### config.mk
export PLATFORM = sky130hd
export DESIGN_NAME = traffic_demand_loader
export DESIGN_NICKNAME = d
export VERILOG_FILES = /design/src/rtl/traffic_demand_loader.sv
export SDC_FILE = /design/constraint.sdc
export NUM_CORES = 1
export LEC_CHECK = 0
export CAP_MARGIN = 20
export CORE_AREA = 10 10 88 98
export CTS_BUF_LIST = sky130_fd_sc_hd__clkbuf_4
export CTS_CLUSTER_SIZE = 20
export DETAILED_ROUTE_END_ITERATION = 10
export DIE_AREA = 0 0 98 108
export PLACE_DENSITY = 0.69
export SKIP_LAST_GASP = 1
export SLEW_MARGIN = 20
export SYNTH_ARGS = -nofsm -noshare
export SYNTH_HDL_FRONTEND = slang
export SYNTH_SLANG_ARGS = --single-unit
export TNS_END_PERCENT = 50
### constraint.sdc
create_clock -name ck -period 6.4 [get_ports ck]
set_input_delay 0.96 -clock ck [delete_from_list [all_inputs] [get_ports ck]]
set_output_delay 0.96 -clock ck [all_outputs]
set_load 0.05 [all_outputs]
### src/rtl/traffic_demand_loader.sv
// Front end of the two-way traffic light controller: sensor sync/debounce, demand latches,
// and per-approach green-duration computation from traffic queued while red.
module traffic_demand_loader #(
    parameter int unsigned DB_CYCLES = 16,
    parameter int unsigned TW        = 32,
    parameter int unsigned MIN_GREEN = 100,
    parameter int unsigned EXT_STEP  = 20,
    parameter int unsigned MAX_GREEN = 400
) (
    input  logic          ck,
    input  logic          rst,
    input  logic          sensor1,
    input  logic          sensor2,
    input  logic [1:0]    phase,
    output logic          en1,
    output logic          en2,
    output logic [TW-1:0] ld1,
    output logic [TW-1:0] ld2
);

    localparam int unsigned DcW  = (DB_CYCLES > 1) ? $clog2(DB_CYCLES) : 1;
    localparam int unsigned SumW = TW + 5;
    localparam logic [DcW-1:0] DcMax = DcW'(DB_CYCLES - 1);

    // Index 0 is approach 1, index 1 is approach 2.
    logic [1:0]                s_meta_q, s_meta_d;
    logic [1:0]                s_sync_q, s_sync_d;
    logic [1:0]                db_q, db_d;
    logic [1:0]                db_prev_q, db_prev_d;
    logic [1:0][DcW-1:0]       dc_q, dc_d;
    logic [1:0]                en_q, en_d;
    logic [1:0][3:0]           cnt_q, cnt_d;
    logic [1:0][TW-1:0]        ld_q, ld_d;
    logic [1:0]                phase_q, phase_d;

    logic [1:0]                green;
    logic [1:0]                entry;
    logic [1:0]                red;
    logic [1:0]                rise;
    logic [1:0][SumW-1:0]      sum;

    always_comb begin
        green[0] = (phase == 2'b00);
        green[1] = (phase == 2'b10);
        entry[0] = green[0] & (phase_q != 2'b00);
        entry[1] = green[1] & (phase_q != 2'b10);
        red[0]   = phase[1];
        red[1]   = ~phase[1];
        rise     = db_q & ~db_prev_q;
    end

    always_comb begin
        s_meta_d  = {sensor2, sensor1};
        s_sync_d  = s_meta_q;
        db_prev_d = db_q;
        phase_d   = phase;
        db_d      = db_q;
        dc_d      = dc_q;
        en_d      = en_q;
        cnt_d     = cnt_q;
        ld_d      = ld_q;
        sum       = '0;
        for (int i = 0; i < 2; i++) begin
            if (s_sync_q[i] == db_q[i]) begin
                dc_d[i] = '0;
            end else if (dc_q[i] == DcMax) begin
                db_d[i] = ~db_q[i];
                dc_d[i] = '0;
            end else begin
                dc_d[i] = dc_q[i] + DcW'(1);
            end

            en_d[i] = green[i] ? 1'b0 : (en_q[i] | db_q[i]);

            // Clearing on green entry takes precedence over a coincident arrival.
            if (entry[i]) begin
                cnt_d[i] = 4'd0;
            end else if (rise[i] && red[i] && (cnt_q[i] != 4'hf)) begin
                cnt_d[i] = cnt_q[i] + 4'd1;
            end

            sum[i] = SumW'(MIN_GREEN) + SumW'(EXT_STEP) * SumW'(cnt_q[i]);
            // Frozen while this approach is green/yellow so the controller sees a stable load.
            if (red[i]) begin
                ld_d[i] = (sum[i] > SumW'(MAX_GREEN)) ? TW'(MAX_GREEN) : sum[i][TW-1:0];
            end
        end
    end

    always_ff @(posedge ck) begin
        if (rst) begin
            s_meta_q  <= '0;
            s_sync_q  <= '0;
            db_q      <= '0;
            db_prev_q <= '0;
            dc_q      <= '0;
            en_q      <= '0;
            cnt_q     <= '0;
            ld_q      <= {TW'(MIN_GREEN), TW'(MIN_GREEN)};
            phase_q   <= 2'b00;
        end else begin
            s_meta_q  <= s_meta_d;
            s_sync_q  <= s_sync_d;
            db_q      <= db_d;
            db_prev_q <= db_prev_d;
            dc_q      <= dc_d;
            en_q      <= en_d;
            cnt_q     <= cnt_d;
            ld_q      <= ld_d;
            phase_q   <= phase_d;
        end
    end

    assign en1 = en_q[0];
    assign en2 = en_q[1];
    assign ld1 = ld_q[0];
    assign ld2 = ld_q[1];

endmodule

# Word level (Yosys, flattened, before mapping)
# Index checks and enable logic that the tools add are counted.
[totals]
register_bits = 92
inputBits = 6
out_inout_bits = 66
wordCells = 59
[op_classes]
n_addsub = 6
mul = 2
magnitude_cmp = 2
n_eq_ne = 8
muxes = 2
bitwise = 11
reduce_logical = 14
[op_table]
columns = ["op", "n"]
rows = [
  ["$add 7x9->10 const A", 2],
  ["$gt 10x9->1 const B", 2],
  ["$mux 10", 2],
  ["$add 4x1->4 const B", 4],
  ["$mul 3x4->7 const A", 2],
  ["$eq 4x4->1 const B", 2],
  ["$ne 4x4->1 const B", 2],
  ["$reduce_or 2->1", 4],
  ["$reduce_or 3->1", 2],
  ["$not 1->1", 5],
  ["$logic_and 1x1->1", 4],
  ["$reduce_and 2->1", 2],
  ["$and 1x1->1", 2],
  ["$and 2x2->2", 1],
  ["$eq 1x1->1", 2],
  ["$eq 2x2->1 const B", 1],
  ["$logic_not 2->1", 1],
  ["$ne 2x2->1 const B", 1],
  ["$not 2->2", 1],
  ["$or 1x1->1", 2],
  ["$reduce_bool 2->1", 1],
]

# Depth between registers and ports, before layout
# Gate-level depths: netlist (run 1).
[logic_depth]
word_depth = 4
depth_mapped = 10
depth_no_buf = 10

# Least setup slack after synthesis (run 1)
# No wires, ideal clock.
[synth_timing]
path_type = "register to register"
startpoint = "register cnt_q[5] in the netlist's numbering"
endpoint = "register ld_q, in the netlist ld2[3]"
setup_time_ns = 0.067
t_arrival_ns = 2.433
required_ns = 6.333
path_slack_ns = 3.899
path_stages_with_launch = 11
path_buffers = 0
synth_period_minus_slack_ns = 2.501
path_cell_list = "dfxtp_1 ha_1 ha_1 inv_1 fa_1 inv_1 o21ai_0 o311ai_0 nand3_1 a211o_1 a21oi_2"
[synth_via]
elab_chain_cells = 4
[synth_rtl]
columns = ["element", "line_no", "source"]
rows = [
  ["start: declaration", "32", "logic [1:0][3:0] cnt_q, cnt_d;"],
  ["start signal: assignment", "108", "cnt_q <= cnt_d;"],
  ["$mul 3x4->7 (*)", "82", "sum[i] = SumW'(MIN_GREEN) + SumW'(EXT_STEP) * SumW'(cnt_q[i]);"],
  ["$add 7x9->10 (*)", "82", ""],
  ["$gt 10x9->1", "85", "ld_d[i] = (sum[i] > SumW'(MAX_GREEN)) ? TW'(MAX_GREEN) : sum[i][TW-1:0];"],
  ["$mux 10 (*)", "85", ""],
  ["end signal: assignment", "99", "ld_q <= {TW'(MIN_GREEN), TW'(MIN_GREEN)};"],
  ["end signal: assignment", "109", "ld_q <= ld_d;"],
  ["end: declaration", "33", "logic [1:0][TW-1:0] ld_q, ld_d;"],
]
# Every way passes the cells marked *; elsewhere a longest branch is shown, timed or not.
# A chain may end at the register's enable or synchronous reset.

# Final worst setup path (run 1)
[layout_timing]
startpoint = "register cnt_q[7] in the netlist's numbering"
endpoint = "register ld_q, in the netlist ld2[3]"
[layout_via]
elab_chain_cells = 4
[layout_rtl]
columns = ["element", "line_no"]
rows = [
  ["$mul 3x4->7", "82"],
  ["$add 7x9->10", "82"],
  ["$gt 10x9->1", "85"],
  ["$mux 10", "85"],
]
# No other way between the ends.

==> results of run 1 <==
-- cells in the final DEF (no fill, tap or decap), types with 3 or more instances in the layout --
cell and n:
xor2_1 6, xnor2_1 11, nand2_1 17, o31ai_1 4
nand3_1 10, and3_1 7, nor3b_1 3, nor3_1 4
dfxtp_1 44, ha_1 14, nor2_1 36, clkdlybuf4s50_1 23
conb_1 48, clkbuf_4 5, nor2b_1 8, a31oi_1 4
nand4_1 4, mux2i_1 6, inv_1 15, or3_1 3
o21ai_0 11, a21oi_1 13
-- cells in the mapped netlist, types with 2 or more instances --
cell,instances,area [um2]
o21a_1,2,15.0
clkbuf_1,6,22.5
inv_1,15,56.3
a31oi_1,4,25.0
nor3b_1,3,22.5
nand2b_1,2,12.5
nor2_1,36,135
a311oi_1,2,17.5
o21bai_1,2,15.0
o311ai_0,2,17.5
xor2_1,6,52.6
nand4_1,4,25.0
xnor2_1,11,96.3
or3_1,3,18.8
nand2_1,17,63.8
nor3_1,4,20.0
fa_1,2,40.0
dfxtp_1,44,881
buf_4,48,360
o31ai_1,4,30.0
a21o_2,2,17.5
nand3b_1,2,15.0
ha_1,14,175
nor2b_1,8,50.1
a21oi_1,13,65.1
mux2i_1,6,60.1
o21ai_0,11,55.1
and3_1,7,43.8
nand3_1,10,50.1
-- logic make-up (layout without fill, tap and decap cells) --
group / count (synthesis) / count (layout)
other: 1 / 48
buffers and inverters: 73 / 48
DFF: 44 / 44
and+or+nand+nor: 103 / 103
xor gates and xnor gates: 17 / 17
AOI/OAI and AO/OA: 53 / 53
adders and majority gates: 16 / 16
muxes: 6 / 6
-- final cells by class --
class,instances,share of cell area
Inverter,16,0.0212
Tap cell,85,0.0375
Timing Repair Buffer,24,0.0838
Sequential cell,44,0.311
Multi-Input combinational cell,243,0.519
Clock buffer,5,0.0132
Clock inverter,3,0.0150
-- power groups by stage --
stage | clock [mW] | combinational, mW | sequential, mW
finish | 0.170 | 0.0907 | 0.280
global route | 0.190 | 0.0954 | 0.281
CTS | 0.175 | 0.0895 | 0.280
detailed placement | 0 | 0.0893 | 0.286
global placement | 0 | 0.0889 | 0.286
floorplan | 0 | 0.0960 | 0.292
-- critical path: stages (launching register included) --
cell	delay (ns)
dfxtp_1	0.54
ha_1	0.31
ha_1	0.21
inv_1	0.07
fa_1	0.48
inv_1	0.13
o21ai_0	0.11
o311ai_0	0.33
nand3_1	0.18
a211o_1	0.34
a21oi_2	0.12
-- worst paths after layout --
path	startpoint	end	slack [ns]	depth (start not counted)
worst min-delay path	s_meta_q[0]	s_sync_q[0]	0.45	1
worst max register to register	cnt_q[7]	ld2[3]	3.54	10
worst max-delay path	cnt_q[7]	ld2[3]	3.54	10
worst min register to register	s_meta_q[0]	s_sync_q[0]	0.45	1
-- routing by layer --
metal / wire (um) / share of wire / track usage / vias to the layer above
met5: 0 / 0 / 0 / -
met4: 52 / 0.010 / 0.0312 / 0
met3: 393 / 0.077 / 0.0421 / 5
met2: 2510 / 0.49 / 0.171 / 44
met1: 2120 / 0.42 / 0.103 / 894
li1: - / - / - / 1012
-- flip-flops by register name, indices dropped and copies added, names as in the netlist, 8 cells and up --
name / count
ld2: 8
ld1: 8
dc_q: 8
cnt_q: 8
==> results.sh, run 1 <==
export IMPL_vias=1955
export IMPL_synth_cells=313
export IMPL_preCtsSetupSlack_ns=3.26
export IMPL_start_util=0.391
export IMPL_synth_top_family_by_area="simple AND/OR/NAND/NOR gates"
export IMPL_htree_levels=2
export IMPL_finalMaxSlewViolations=0
export IMPL_period_needed_ns=2.86
export IMPL_die_w_um=98
export IMPL_multi_input_area_mm2=0.00147
export IMPL_cts_tree="yes"
export IMPL_worst_slew_pin_slew_ns=0.835
export IMPL_hold_path_class="reg2reg"
export IMPL_fin_skew_ns=0.0117
export IMPL_start_kind="flop"
export IMPL_grt_max_degree=29
export IMPL_clk_pin_slew_worst_paths_ns=0.13
export IMPL_ios=72
export IMPL_power_switching_mw=0.171
export IMPL_setup_tns_final_ns=0
export IMPL_die_y_um=108
export IMPL_yosys_area_share_xor_xnor=0.0562
export IMPL_drive_above_1_share=0.0478
export IMPL_worstPathMaxFanout=8
export IMPL_swShare=0.316
export IMPL_grtUsageTotal=0.0974
export IMPL_insertedDiodeCount=0
export IMPL_gr_total_overflow=0
export IMPL_synth_fa_ha_area_frac=0.0813
export IMPL_ys_seq_area_frac=0.333
export IMPL_leakagePower_nw=1.18
export IMPL_total_power_mw=0.541
export IMPL_worstSetupPathType="reg2reg"
export IMPL_hold_violations=0
export IMPL_firstDrtPassIters=4
export IMPL_port_buffer_count=23
export IMPL_antenna_found_initial=0
export IMPL_syn_to_final_growth_pct=7.14
export IMPL_yosys_area_share_simple=0.194
export IMPL_setup_violations=0
export IMPL_postLayoutCoreUtil=0.419
export IMPL_place_inst=412
export IMPL_via_per_inst=4.65
export IMPL_instances_no_fill=420
export IMPL_synthMuxAreaShare=0.0227
export IMPL_synth_ff_type="dfxtp_1"
export IMPL_grt_pass1_vias=1926
export IMPL_gp_congestion=0.854
export IMPL_post_dp_cell_area_mm2=0.00276
export IMPL_clk_path_buf_depth=2
export IMPL_core_rowCount=32
export IMPL_cts_resized_gates=0
export IMPL_timing_fmax_mhz=349
export IMPL_intPower_mw=0.370
export IMPL_finalInstanceArea_mm2=0.00284
export IMPL_cp_required_ns=6.70
export IMPL_rsz0062_at_grt="false"
export IMPL_run_status="completed"
export IMPL_drt_iter0_drc=50
export IMPL_hpwlAfterDp_mm=4.04
export IMPL_pwr_share_clk=0.315
export IMPL_p_seq_frac=0.518
export IMPL_cts_root_buf="clkbuf_4"
export IMPL_slew_headroom=0.442
export IMPL_n_fill_cell=714
export IMPL_synth_compound_area_share=0.133
export IMPL_cts_sinks=44
export IMPL_grt_pass1_wl_mm=8.81
export IMPL_drv_cap=0
export IMPL_ys_ff_latch=44
export IMPL_p_comb_frac=0.168
export IMPL_hold_ws_ns=0.452
export IMPL_synthesis_area_mm2=0.00265
export IMPL_insertion_delay_ns=0.35
export IMPL_routed_wl_mm=5.08
export IMPL_synth_async_reset_ratio=0
export IMPL_fp_dieArea_mm2=0.0106
export IMPL_cts_hold_buffers=0
export IMPL_cts_inserted_buffers=5
export IMPL_ir_drop_mv=0.134
export IMPL_detail_route_antenna_nets=0
export IMPL_final_nets=356
export IMPL_post_route_period_util=0.447
export IMPL_power_density_mw_per_mm2=191
export IMPL_synth_edf_count=0
export IMPL_timing_final_ws_setup_ns=3.54
export IMPL_synth_warnings=0
export IMPL_post_cts_buffers=0
export IMPL_wl_per_cell_um=12.1
export IMPL_cp_arrival_ns=3.16
export IMPL_end_kind="flop"
export IMPL_avgSynthCellArea_um2=8.46
export IMPL_core_area_mm2=0.00677
export IMPL_synth_distinct_cells=52
export IMPL_drc=0
export IMPL_seqCellArea_um2=881
(Power assumes the default switching activity.)
==> run 2, diff against run 1 <==
--- a/config.mk
+++ b/config.mk
@@ -11,7 +11,7 @@
 export CTS_CLUSTER_SIZE = 20
 export DETAILED_ROUTE_END_ITERATION = 10
 export DIE_AREA = 0 0 98 108
-export PLACE_DENSITY = 0.69
+export PLACE_DENSITY = 0.72
 export SKIP_LAST_GASP = 1
 export SLEW_MARGIN = 20
 export SYNTH_ARGS = -nofsm -noshare
==> constraint.sdc (replaced) <==
create_clock -name ck -period 2.4 [get_ports ck]
set_input_delay 0.36 -clock ck [delete_from_list [all_inputs] [get_ports ck]]
set_output_delay 0.36 -clock ck [all_outputs]
set_load 0.05 [all_outputs]
==> run 2 against run 1 <==
The run now ends with negative setup slack left. Clock-buffer cell count is the same. Sequential power grew to 2.7 times the previous value. First-iteration DRC count grew 62%. Combinational power grew to 2.7 times the previous value. Cell area grew 10%. Critical path type unchanged. Critical endpoint is now ld2[2].
==> results.sh, run 2 (synthesis gave the netlist of run 1 again) <==
export IMPL_grtUsageTotal=0.101
export IMPL_grt_pass1_wl_mm=9.12
export IMPL_multi_input_area_mm2=0.00161
export IMPL_syn_to_final_growth_pct=18.2
export IMPL_core_area_mm2=0.00677
export IMPL_setup_tns_final_ns=-0.491
export IMPL_grt_max_degree=20
export IMPL_drv_cap=0
export IMPL_worstSetupPathType="reg2reg"
export IMPL_drive_above_1_share=0.175
export IMPL_n_fill_cell=670
export IMPL_drc=0
export IMPL_worst_slew_pin_slew_ns=0.512
export IMPL_antenna_found_initial=0
export IMPL_htree_levels=2
export IMPL_path_cells="ha_4, ha_4, inv_2, fa_2, nand3b_1, o21ai_2, o311ai_2, nand3_1, buf_4, nand4_1, o311a_1"
export IMPL_crit_family="adder cells"
export IMPL_wl_per_cell_um=12.8
export IMPL_cts_inserted_buffers=5
export IMPL_post_route_period_util=1.05
export IMPL_leakagePower_nw=1.29
export IMPL_timing_fmax_mhz=395
export IMPL_run_status="complete, but fails checks"
export IMPL_cts_hold_buffers=0
export IMPL_period_needed_ns=2.53
export IMPL_firstDrtPassIters=4
export IMPL_finalMaxSlewViolations=0
export IMPL_rsz0062_at_grt="true"
export IMPL_layout_common_cells="conb_1, dfxtp_1, nor2_1"
export IMPL_cts_root_buf="clkbuf_4"
export IMPL_gr_total_overflow=0
export IMPL_port_buffer_count=23
export IMPL_hold_path_class="reg2reg"
export IMPL_worst_path_buf_inv=2
export IMPL_clk_pin_slew_worst_paths_ns=0.14
export IMPL_die_y_um=108
export IMPL_cp_arrival_ns=2.84
export IMPL_start_util=0.391
export IMPL_worstPathMaxFanout=5
export IMPL_seqCellArea_um2=888
export IMPL_power_density_mw_per_mm2=468
export IMPL_insertion_delay_ns=0.37
export IMPL_routed_wl_mm=5.61
export IMPL_drt_iter0_drc=81
export IMPL_gp_congestion=0.841
export IMPL_insertedDiodeCount=0
export IMPL_final_nets=375
export IMPL_start_kind="flop"
export IMPL_ios=72
export IMPL_ir_drop_mv=0.399
export IMPL_detail_route_antenna_nets=0
export IMPL_slowest_stage="fa_2"
export IMPL_final_common_cell="conb_1"
export IMPL_grt_pass1_vias=2057
export IMPL_violations="negative setup slack"
export IMPL_slew_headroom=0.656
export IMPL_via_per_inst=4.79
export IMPL_cts_tree="yes"
export IMPL_setup_violations=6
export IMPL_end_kind="flop"
export IMPL_core_rowCount=32
export IMPL_hold_ws_ns=0.443
export IMPL_cpMostUsedCell="ha_4"
export IMPL_rrSetupSlack_ns=-0.13
export IMPL_cp_required_ns=2.71
export IMPL_hold_violations=0
export IMPL_die_w_um=98
export IMPL_vias=2105
export IMPL_fp_dieArea_mm2=0.0106
export IMPL_timing_final_ws_setup_ns=-0.130
export IMPL_clk_path_buf_depth=2
export IMPL_hpwlAfterDp_mm=4.42
export IMPL_critPathMaxStageDelay_ns=0.61
export IMPL_fin_skew_ns=0.0108
export IMPL_cts_sinks=44
[run 2: cell count changes in the layout (fill, tap and decap cells not counted), moves of 3 or more]
cell,previous run,this run
buf_4,1,20
dfxtp_1,44,40
dfxtp_2,0,3
ha_1,14,10
ha_4,0,4
inv_1,15,12
inv_2,1,4
o21ai_0,11,5
o21ai_1,0,4
[run 2: metrics by stage]
stage | worst slack, ns | std cells | util | total power [mW] | instance area, um2
3_5_place_dp | -0.131 | 429 | 0.431 | 1.00 | 2910
5_1_grt | -0.282 | 439 | 0.463 | 1.52 | 3130
6_report | -0.130 | 439 | 0.463 | 1.46 | 3130
3_3_place_gp | -0.0485 | 429 | 0.431 | 1.00 | 2910
4_1_cts | -0.103 | 438 | 0.447 | 1.47 | 3030
2_1_floorplan | 0.00474 | 360 | - | 1.03 | 2850
[run 2: path summary, 6_finish.rpt]
check / start / endpoint / cells after the start
max: cnt_q[5] / ld2[2] / 11
min: s_meta_q[0] / s_sync_q[0] / 1
max reg2reg: cnt_q[5] / ld2[2] / 11
min reg2reg: s_meta_q[0] / s_sync_q[0] / 1
[run 2: cell type report]
| class | count | area share |
|---|---|---|
| Tap cell | 85 | 0.0340 |
| Inverter | 16 | 0.0192 |
| Timing Repair Buffer | 43 | 0.122 |
| Multi-Input combinational cell | 243 | 0.514 |
| Clock buffer | 5 | 0.0120 |
| Clock inverter | 3 | 0.0152 |
| Sequential cell | 44 | 0.284 |
[run 2: what timing repair did]
action                                  CTS  global route
buffers inserted                          1             1
cloned                                    0             0
gates resized for setup                   6            22
endpoints found under the setup margin    6            12
pin swaps                                 8            14
hold endpoints to repair                  0             0
[run 2: per-layer routing]
metal / track usage / wire length, um / vias to the layer above
li1: - / - / 1046
met1: 0.101 / 2160 / 991
met2: 0.186 / 2960 / 59
met3: 0.0351 / 390 / 9
met4: 0.0395 / 101 / 0
met5: 0 / 0 / -
[run 2: power by group]
part,switching [mW],internal [mW]
clock,0.252,0.223
sequential,0.00557,0.740
combinational,0.216,0.0284
==> run 3, diff against run 2 <==
--- a/config.mk
+++ b/config.mk
@@ -8,7 +8,7 @@
 export CAP_MARGIN = 20
 export CORE_AREA = 10 10 88 98
 export CTS_BUF_LIST = sky130_fd_sc_hd__clkbuf_4
-export CTS_CLUSTER_SIZE = 20
+export CTS_CLUSTER_SIZE = 16
 export DETAILED_ROUTE_END_ITERATION = 10
 export DIE_AREA = 0 0 98 108
 export PLACE_DENSITY = 0.72
==> results of run 3 <==
Same layout as run 2: the final DEF is identical, and so are final timing and power.
